<file path="config.mk">
export PLATFORM = sky130hd
export DESIGN_NAME = alu_iter
export DESIGN_NICKNAME = d
export VERILOG_FILES = /design/src/rtl/alu_iter.sv
export SDC_FILE = /design/constraint.sdc
export NUM_CORES = 1
export LEC_CHECK = 0
export CAP_MARGIN = 10
export CORE_UTILIZATION = 45
export CTS_CLUSTER_SIZE = 40
export DETAILED_ROUTE_END_ITERATION = 7
export SLEW_MARGIN = 20
export SYNTH_ARGS = -nofsm -noshare
export SYNTH_HDL_FRONTEND = slang
export SYNTH_SLANG_ARGS = --single-unit
</file>
<file path="constraint.sdc">
create_clock -name clk -period 3.72 [get_ports clk]
set_input_delay 0.744 -clock clk [delete_from_list [all_inputs] [get_ports clk]]
set_output_delay 0.744 -clock clk [all_outputs]
set_load 0.03 [all_outputs]
</file>
<file path="src/rtl/alu_iter.sv">
// Handshaked ALU: opcodes 0-10 single-cycle, MUL/MULHU (and DIVU/REMU when ALU_DIV_EN is defined) iterate one bit per cycle.
// Latency 1 for single-cycle ops, WIDTH+1 for iterative ops; divide by zero resolves in 1 cycle.
// Backpressure: result held in DONE until out_ready; in_ready low during RUN and while a result waits.
module alu_iter #(
    parameter int WIDTH = 32
) (
    input  logic             clk,
    input  logic             rst_n,
    input  logic             in_valid,
    output logic             in_ready,
    input  logic [3:0]       alu_op,
    input  logic [WIDTH-1:0] operand_a,
    input  logic [WIDTH-1:0] operand_b,
    output logic             out_valid,
    input  logic             out_ready,
    output logic [WIDTH-1:0] alu_data,
    output logic             busy
);
    localparam int SHW = $clog2(WIDTH);

    typedef enum logic [1:0] {IDLE, RUN, DONE} state_t;

    state_t           state, state_nxt;
    logic [3:0]       op_q, op_nxt;
    logic [WIDTH-1:0] opb_q, opb_nxt;
    logic [WIDTH-1:0] acc_q, acc_nxt;
    logic [WIDTH-1:0] lo_q, lo_nxt;
    logic [SHW-1:0]   cnt_q, cnt_nxt;
    logic [WIDTH-1:0] data_nxt;
    logic [WIDTH-1:0] quick;
    logic [WIDTH-1:0] step_acc, step_lo, final_res;
    logic [WIDTH:0]   mul_sum;
    logic [SHW-1:0]   shamt;
    logic             accept, long_op;

    assign in_ready  = (state == IDLE) || ((state == DONE) && out_ready);
    assign out_valid = (state == DONE);
    assign busy      = (state == RUN);
    assign accept    = in_valid && in_ready;
    assign shamt     = operand_b[SHW-1:0];

    always_comb begin
        quick = '0;
        case (alu_op)
            4'd0:  quick = operand_a + operand_b;
            4'd1:  quick = operand_a - operand_b;
            4'd2:  quick = operand_a << shamt;
            4'd3:  quick = {{(WIDTH-1){1'b0}}, ($signed(operand_a) < $signed(operand_b))};
            4'd4:  quick = {{(WIDTH-1){1'b0}}, (operand_a < operand_b)};
            4'd5:  quick = operand_a ^ operand_b;
            4'd6:  quick = operand_a >> shamt;
            4'd7:  quick = WIDTH'($signed(operand_a) >>> shamt);
            4'd8:  quick = operand_a | operand_b;
            4'd9:  quick = operand_a & operand_b;
            4'd10: quick = operand_b;
`ifdef ALU_DIV_EN
            // Only reached as a single-cycle result when the divisor is zero.
            4'd13: quick = '1;
            4'd14: quick = operand_a;
`endif
            default: quick = '0;
        endcase
    end

    always_comb begin
        long_op = (alu_op == 4'd11) || (alu_op == 4'd12);
`ifdef ALU_DIV_EN
        if (((alu_op == 4'd13) || (alu_op == 4'd14)) && (operand_b != '0))
            long_op = 1'b1;
`endif
    end

    // One iteration: acc holds the running high half (or remainder), lo the low half (or quotient).
    always_comb begin
        mul_sum  = {1'b0, acc_q} + (lo_q[0] ? {1'b0, opb_q} : '0);
        step_acc = mul_sum[WIDTH:1];
        step_lo  = {mul_sum[0], lo_q[WIDTH-1:1]};
`ifdef ALU_DIV_EN
        if ((op_q == 4'd13) || (op_q == 4'd14)) begin
            logic [WIDTH:0] sh, diff;
            sh   = {acc_q, lo_q[WIDTH-1]};
            diff = sh - {1'b0, opb_q};
            if (sh >= {1'b0, opb_q}) begin
                step_acc = diff[WIDTH-1:0];
                step_lo  = {lo_q[WIDTH-2:0], 1'b1};
            end else begin
                step_acc = sh[WIDTH-1:0];
                step_lo  = {lo_q[WIDTH-2:0], 1'b0};
            end
        end
`endif
        final_res = ((op_q == 4'd11) || (op_q == 4'd13)) ? step_lo : step_acc;
    end

    always_comb begin
        state_nxt = state;
        op_nxt    = op_q;
        opb_nxt   = opb_q;
        acc_nxt   = acc_q;
        lo_nxt    = lo_q;
        cnt_nxt   = cnt_q;
        data_nxt  = alu_data;
        case (state)
            RUN: begin
                acc_nxt = step_acc;
                lo_nxt  = step_lo;
                cnt_nxt = cnt_q + 1'b1;
                if (cnt_q == SHW'(WIDTH - 1)) begin
                    state_nxt = DONE;
                    data_nxt  = final_res;
                end
            end
            default: begin
                if (accept) begin
                    op_nxt  = alu_op;
                    opb_nxt = operand_b;
                    if (long_op) begin
                        state_nxt = RUN;
                        acc_nxt   = '0;
                        lo_nxt    = operand_a;
                        cnt_nxt   = '0;
                    end else begin
                        state_nxt = DONE;
                        data_nxt  = quick;
                    end
                end else if ((state == DONE) && out_ready) begin
                    state_nxt = IDLE;
                end
            end
        endcase
    end

    always_ff @(posedge clk or negedge rst_n) begin
        if (!rst_n) begin
            state    <= IDLE;
            op_q     <= '0;
            opb_q    <= '0;
            acc_q    <= '0;
            lo_q     <= '0;
            cnt_q    <= '0;
            alu_data <= '0;
        end else begin
            state    <= state_nxt;
            op_q     <= op_nxt;
            opb_q    <= opb_nxt;
            acc_q    <= acc_nxt;
            lo_q     <= lo_nxt;
            cnt_q    <= cnt_nxt;
            alu_data <= data_nxt;
        end
    end
endmodule
</file>
==> out/metrics.cfg, run 1 <==
[yosys]
yosysMostFrequentCell = nand2_1
synth-main-ff-cell = dfrtp_1
ys_ff_latch = 139
netlist_area_um2 = 16800
synthTopCellsByArea = dfrtp_1 21%, ha_1 10%, nand2_1 7.0%
synth_top_cell_area_share_pct = 20.7
synthTopCellsByCount = 315 x nand2_1, 212 x nor2_1, 178 x a21oi_1, 178 x o21ai_0, 139 x dfrtp_1
synth_top_area_cell = dfrtp_1
async_flop_share_pct = 100
synthesis.nets = 2464
ys_seq_area_share_pct = 20.7
syn-instance-count = 2251
synth.avg_cell_area_um2 = 7.45
yosys_warnings = 0
synthDistinctLibCells = 88
synth_edf_count = 0

[job]
cap_violations = 0

[sta]
worst_pin_slew_ps = 972
fin_crit_sh_pct = 97.1
whs_ps = 234
final_max_slew_viol_count = 0
setup_viol = 0
finalCriticalPeriod_ps = 3610
relSlewSlack_pct = 35.2
clock_skew_ps = 13.3
timing_hold_violations_final = 0
tns_ps = 0
timing.fmax_ghz = 0.277
worst_slack_ps = 110

[final_layout]
regArea_um2 = 3480
fill_cells = 3376
multi_input_area_um2 = 12600
drive_above_1_share_pct = 24.4
finalNetCount = 2902
diodes = 0
area_growth_pct = 33.8
final_cell_area_um2 = 22400
fin_cells = 3170

[global_routing]
grt_pass1_wl_um = 126000
grt_usage_pct = 44.2
grt_antenna_before_repair = 3
overflow = 0
use_met2_pct = 68.5
gr-max-usage-layer = met2
grt_max_degree = 97
grtUsageMet1_pct = 55.2
grt_pass1_vias = 20097
met3_usage_pct = 9.45

[setup_path]
critPathLaunchType = input port
worstPathArrival_ps = 3940
critPathMaxFanout = 5
r2r_cells = 14
r2r_start = lo_q[0]
worstSetupStartpoint = operand_a[13]
critical_path_class = input port to register
r2r_slack_ps = 210
critical_path.endpoint = alu_data[31]
required_ps = 4050
r2r_end = alu_data[31]
end_kind = register

[cts]
cts.sink_count = 139
cts-buffers-inserted = 17
cts_tree = done
ctsRootBufferMaster = clkbuf_16
path_clk_slew_ps = 60
htree_levels = 4
insertion_delay_ps = 460
ctsLongestPathBuffers = 2

[hold_path]
worstHoldPathType = input port to asynchronous set/reset pin

[place]
pre_cts_ws_ps = -561
dp_hpwl_um = 66700
port_buffers = 106
postPlaceCellArea_um2 = 21500
gp_congestion = 1.07
placed_cells = 3131

[floorplan]
dieArea_um2 = 38100
die_width_um = 195
start_util_pct = 45.8
coreArea_um2 = 36600
num_rows = 70
io_pins = 107
die_y_um = 195

[routing]
vias = 20713
remaining_drc_errors = 0
wl_um = 85100
drt_iter0_drc = 2607
drt_first_pass_iters = 6
avgRoutedWirePerCell_um = 26.8
routed_via_density = 6.53
ant_nets = 0

[power_and_ir_drop]
ir_drop_uv = 633
p_per_area_nw_per_um2 = 599
p_leak_nw = 10.2

[status]
status = finished clean

## metal layers
metal	vias to the layer above	wire (um)
li1	9135	-
met1	9920	32700
met2	1324	37500
met3	332	8220
met4	2	6640
met5	-	8
## logic make-up (layout without fill, tap and decap cells)
| logic type | count (synthesis) | in the layout | share of synthesized area (%) |
|---|---|---|---|
| AOI/OAI and AO/OA | 767 | 767 | 30.2 |
| and+or+nand+nor | 767 | 767 | 20.6 |
| buffers and inverters | 268 | 719 | 6.33 |
| adders and majority gates | 141 | 141 | 10.7 |
| DFF | 139 | 139 | 20.7 |
| muxes | 129 | 129 | 9.45 |
| xor gates and xnor gates | 40 | 40 | 2.09 |
## sequential cells by signal, indices dropped and copies added (netlist names)
register	count
opb_q	32
cnt_q	5
acc_q	32
op_q	4
state	2
alu_data	32
lo_q	32
## cells in the final DEF, fill, tap and decap left out, drive strengths merged, types with 21 or more instances in the layout
| cell type | instances |
|---|---|
| buf | 478 |
| nand2 | 315 |
| nor2 | 212 |
| o21ai | 182 |
| a21oi | 180 |
| dfrtp | 139 |
| ha | 138 |
| inv | 109 |
| clkdlybuf4s50 | 96 |
| mux2i | 65 |
| a31oi | 61 |
| nand3 | 53 |
| mux2 | 45 |
| and2 | 42 |
| o211ai | 37 |
| a211oi | 37 |
| nor3 | 36 |
| a21o | 27 |
| a22oi | 25 |
| a221oi | 25 |
| nand2b | 21 |
| o221ai | 21 |
| o31ai | 21 |
## area by class of cell
| type | instances | share of cell area, % |
|---|---|---|
| clock inverters | 12 | 0.931 |
| clock buffers | 20 | 2.03 |
| repair buffers | 579 | 21.2 |
| well taps | 468 | 2.61 |
| inverters | 108 | 1.81 |
| flip-flops and latches | 139 | 15.5 |
| multi-input cells | 1844 | 55.9 |
## worst max-delay path: stages
cell	delay, ps
clkdlybuf4s50_1	520
inv_1	120
ha_1	410
buf_4	200
and4_1	210
and3_1	200
o211ai_1	270
o21ai_1	150
a31oi_2	270
o21ai_1	110
a211oi_2	260
o21ai_1	120
a211oi_2	230
o22ai_1	110
## power by group
group          switching, mW  internal [mW]
sequential             0.518           2.26
combinational           5.19           3.52
clock                  0.734           1.23
## through the flow
| stage | power (mW) | util [%] |
|---|---|---|
| floorplan | 8.00 | - |
| global placement | 10.8 | 58.7 |
| detailed placement | 11.0 | 58.7 |
| CTS | 13.1 | 60.5 |
| global route | 14.2 | 61.3 |
| finish | 13.4 | 61.3 |
## repair_timing
action                                  CTS  global route
setup buffers                             0             7
pin swaps                                 1            26
gates resized for setup                   5            52
endpoints found under the hold margin     0             0
hold buffers                              0             0
endpoints found under the setup margin    4            23
## how the worst min path moves through the flow
stage | startpoint | to | slack [ps]
floorplan | rst_n | acc_q[0] | 450
global placement | cnt_q[2] | cnt_q[2] | 480
detailed placement | opb_q[18] | opb_q[18] | 490
CTS | rst_n | op_q[1] | 240
global route | rst_n | opb_q[31] | 270
finish | rst_n | op_q[1] | 230
No activity file was read; power rests on OpenSTA's default activity.
==> inputs of run 2 (changes only) <==
- ABC_AREA: not set -> 1
- CORE_ASPECT_RATIO: not set -> 0.5
- CTS_CLUSTER_DIAMETER: not set -> 150
==> run 2 against run 1 <==
  * First-iteration DRC count grew 17%
  * Combinational power shrank 23%
  * Via count grew 15%
  * Synthesized cell count grew 49%
  * Sequential share of layout area grew 0.42 points
==> out/metrics.cfg, run 2 <==
[yosys]
synth.avg_cell_area_um2 = 5.64  ; was 7.45 um^2
synthTopCellsByArea = nand2_1 21%, dfrtp_1 18%, nand3_1 13%  ; was dfrtp_1 21%, ha_1 10%, nand2_1 7.0%
synthDistinctLibCells = 50  ; was 88
yosys_warnings = 0  ; unchanged
ys_seq_area_share_pct = 18.4  ; was 20.7%
synth-main-ff-cell = dfrtp_1  ; unchanged
ys_ff_latch = 139  ; unchanged
synth_top_area_cell = nand2_1  ; was dfrtp_1
synth_edf_count = 0  ; unchanged
netlist_area_um2 = 18900  ; was 16800 um^2
syn-instance-count = 3350  ; was 2251
synthesis.nets = 3563  ; was 2464
async_flop_share_pct = 100  ; unchanged
synthTopCellsByCount = 1055 x nand2_1, 509 x nand3_1, 440 x inv_1  ; was 315 x nand2_1, 212 x nor2_1, 178 x a21oi_1, 178 x o21ai_0, 139 x dfrtp_1
synth_top_cell_area_share_pct = 21.0  ; was 20.7%
yosysMostFrequentCell = nand2_1  ; unchanged

[sta]
timing_hold_violations_final = 0  ; unchanged
finalCriticalPeriod_ps = 3380  ; was 3610 ps
relSlewSlack_pct = 34.5  ; was 35.2%
clock_skew_ps = 23.5  ; was 13.3 ps
final_max_slew_viol_count = 0  ; unchanged
fin_crit_sh_pct = 90.7  ; was 97.1%
setup_viol = 0  ; unchanged
rsz0062_at_grt = no
timing.fmax_ghz = 0.296  ; was 0.277 GHz
tns_ps = 0  ; unchanged
worst_pin_slew_ps = 983  ; was 972 ps

[routing]
avgRoutedWirePerCell_um = 22.8  ; was 26.8 um
routed.top_layer = met5  ; unchanged
vias = 23785  ; was 20713
drt-met1-wl_um = 41200  ; was 32700 um
routed_via_density = 5.88  ; was 6.53
drt_iter0_drc = 3042  ; was 2607
drt_first_pass_iters = 6  ; unchanged
wl_um = 92200  ; was 85100 um
remaining_drc_errors = 0  ; unchanged
wl_met3_um = 14000  ; was 8220 um
ant_nets = 0  ; unchanged
met2_wirelength_um = 35100  ; was 37500 um

[power_and_ir_drop]
ir_drop_uv = 379  ; was 633 uV
p_leak_nw = 11.9  ; was 10.2 nW
switching_share_pct = 51.9  ; was 47.9%
combPwrFrac_pct = 60.2  ; was 64.7%
p_int_mw = 5.33  ; was 7.01 mW
p_seq_share_pct = 24.1  ; was 20.6%
p_switching_mw = 5.77  ; was 6.44 mW
p_clk_share_pct = 15.7  ; was 14.6%
p_per_area_nw_per_um2 = 508  ; was 599 nW/um^2

[final_layout]
final_core_util_pct = 53.4  ; was 61.3%
final_common_cell = nand2_1  ; was buf_4
area_growth_pct = 15.7  ; was 33.8%
drive_above_1_share_pct = 6.83  ; was 24.4%
finalNetCount = 3701  ; was 2902
final_cell_mix = 1053 x nand2_1, 509 x nand3_1, 439 x inv_1  ; was 462 x buf_4, 315 x nand2_1, 208 x nor2_1
fin_cells = 4042  ; was 3170

[setup_path]
required_ps = 4070  ; was 4050 ps
r2r_slack_ps = 560  ; was 210 ps
end_kind = register  ; unchanged
worstPathArrival_ps = 3720  ; was 3940 ps
critPathLaunchType = input port  ; unchanged
critPathMaxFanout = 6  ; was 5
critical_path_class = input port to register  ; unchanged

[global_routing]
grt_usage_pct = 42.6  ; was 44.2%
grt_antenna_before_repair = 5  ; was 3
grt_pass1_vias = 21372  ; was 20097
overflow = 0  ; unchanged
grt_max_degree = 82  ; was 97
grt_pass1_wl_um = 136000  ; was 126000 um

[job]
cap_violations = 0  ; unchanged

[cts]
ctsLongestPathBuffers = 2  ; unchanged
cts.sink_count = 139  ; unchanged
cts_tree = done  ; unchanged
ctsRootBufferMaster = clkbuf_16  ; unchanged
holdBufCountCts = 0  ; unchanged
htree_levels = 4  ; unchanged
cts-buffers-inserted = 17  ; unchanged
post_cts_buffers = 0  ; unchanged
ctsResizeCount = 0  ; was 5
insertion_delay_ps = 440  ; was 460 ps
path_clk_slew_ps = 60  ; about the same

[floorplan]
coreArea_um2 = 40900  ; was 36600 um^2
io_pins = 107  ; unchanged
die_width_um = 292  ; was 195 um
num_rows = 52  ; was 70
start_util_pct = 46.2  ; was 45.8%
dieArea_um2 = 42900  ; was 38100 um^2
die_y_um = 147  ; was 195 um

[place]
dp_hpwl_um = 75000  ; was 66700 um
placed_cells = 4009  ; was 3131
port_buffers = 106  ; unchanged
gp_congestion = 1.09  ; was 1.07

[hold_path]
worstHoldPathType = input port to asynchronous set/reset pin  ; unchanged

[status]
status = finished clean  ; unchanged

## run 2: layer usage
layer	up-vias	GRT usage (%)
met2	1436	57.9
met1	11119	63.5
met5	-	0
li1	11103	-
met4	2	9.63
met3	125	14.3
## run 2: through the flow
step	hold WS, ps	setup slack, ps	total power, mW	area [um^2]
4_1_cts	387	524	10.9	21800
2_1_floorplan	446	828	6.69	18900
6_report	350	344	11.1	21800
5_1_grt	397	189	11.8	21800
3_5_place_dp	470	90.7	9.17	21300
3_3_place_gp	461	65.1	9.10	21300
## run 2: layout make-up
cell class / count / area, um^2
repair buffers: 276 / 2450
diodes: 1 / 2.50
well taps: 540 / 676
inverters: 453 / 1700
flip-flops and latches: 139 / 3480
clock inverters: 11 / 111
fillers: 4382 / 19100
clock buffers: 21 / 460
multi-input cells: 2601 / 13000
## run 2: worst paths after layout
path                               from           end  depth (start not counted)
setup / recovery           operand_b[5]   alu_data[7]                         14
hold / removal                    rst_n   alu_data[5]                          1
setup reg to reg                lo_q[0]  alu_data[30]                         13
hold reg to reg                 op_q[3]       op_q[3]                          2
max in group asynchronous         rst_n     acc_q[30]                          2
min in group clk                op_q[3]       op_q[3]                          2
## run 2: cells by family after synthesis
| logic type | share of synthesized area (%) |
|---|---|
| AND/OR/NAND/NOR | 43.2 |
| XOR/XNOR | 0.835 |
| adder cells (fa/ha/maj) | 9.46 |
| buffers and inverters | 13.0 |
| flip-flops | 18.4 |
| multiplexers | 0.0530 |
| AO/OA/AOI/OAI | 15.0 |
## run 2: power by group through the flow
stage | registers (mW) | logic [mW] | clock network [mW]
final | 2.68 | 6.69 | 1.74
after global placement | 2.67 | 6.42 | 0
after floorplan | 2.84 | 3.85 | 0
after detailed placement | 2.69 | 6.48 | 0
after CTS | 2.67 | 6.52 | 1.74
after global routing | 2.75 | 7.29 | 1.81
## run 2: critical path, cell delays in order
cell and delay (ps):
clkdlybuf4s50_1 520, inv_1 80, ha_1 420, buf_4 200
nor2_1 320, nand2_1 180, inv_1 140, nand2_1 60
nand2_1 290, o21ai_0 130, a21o_1 180, nand4_1 190
nand2_1 110, a21oi_1 160
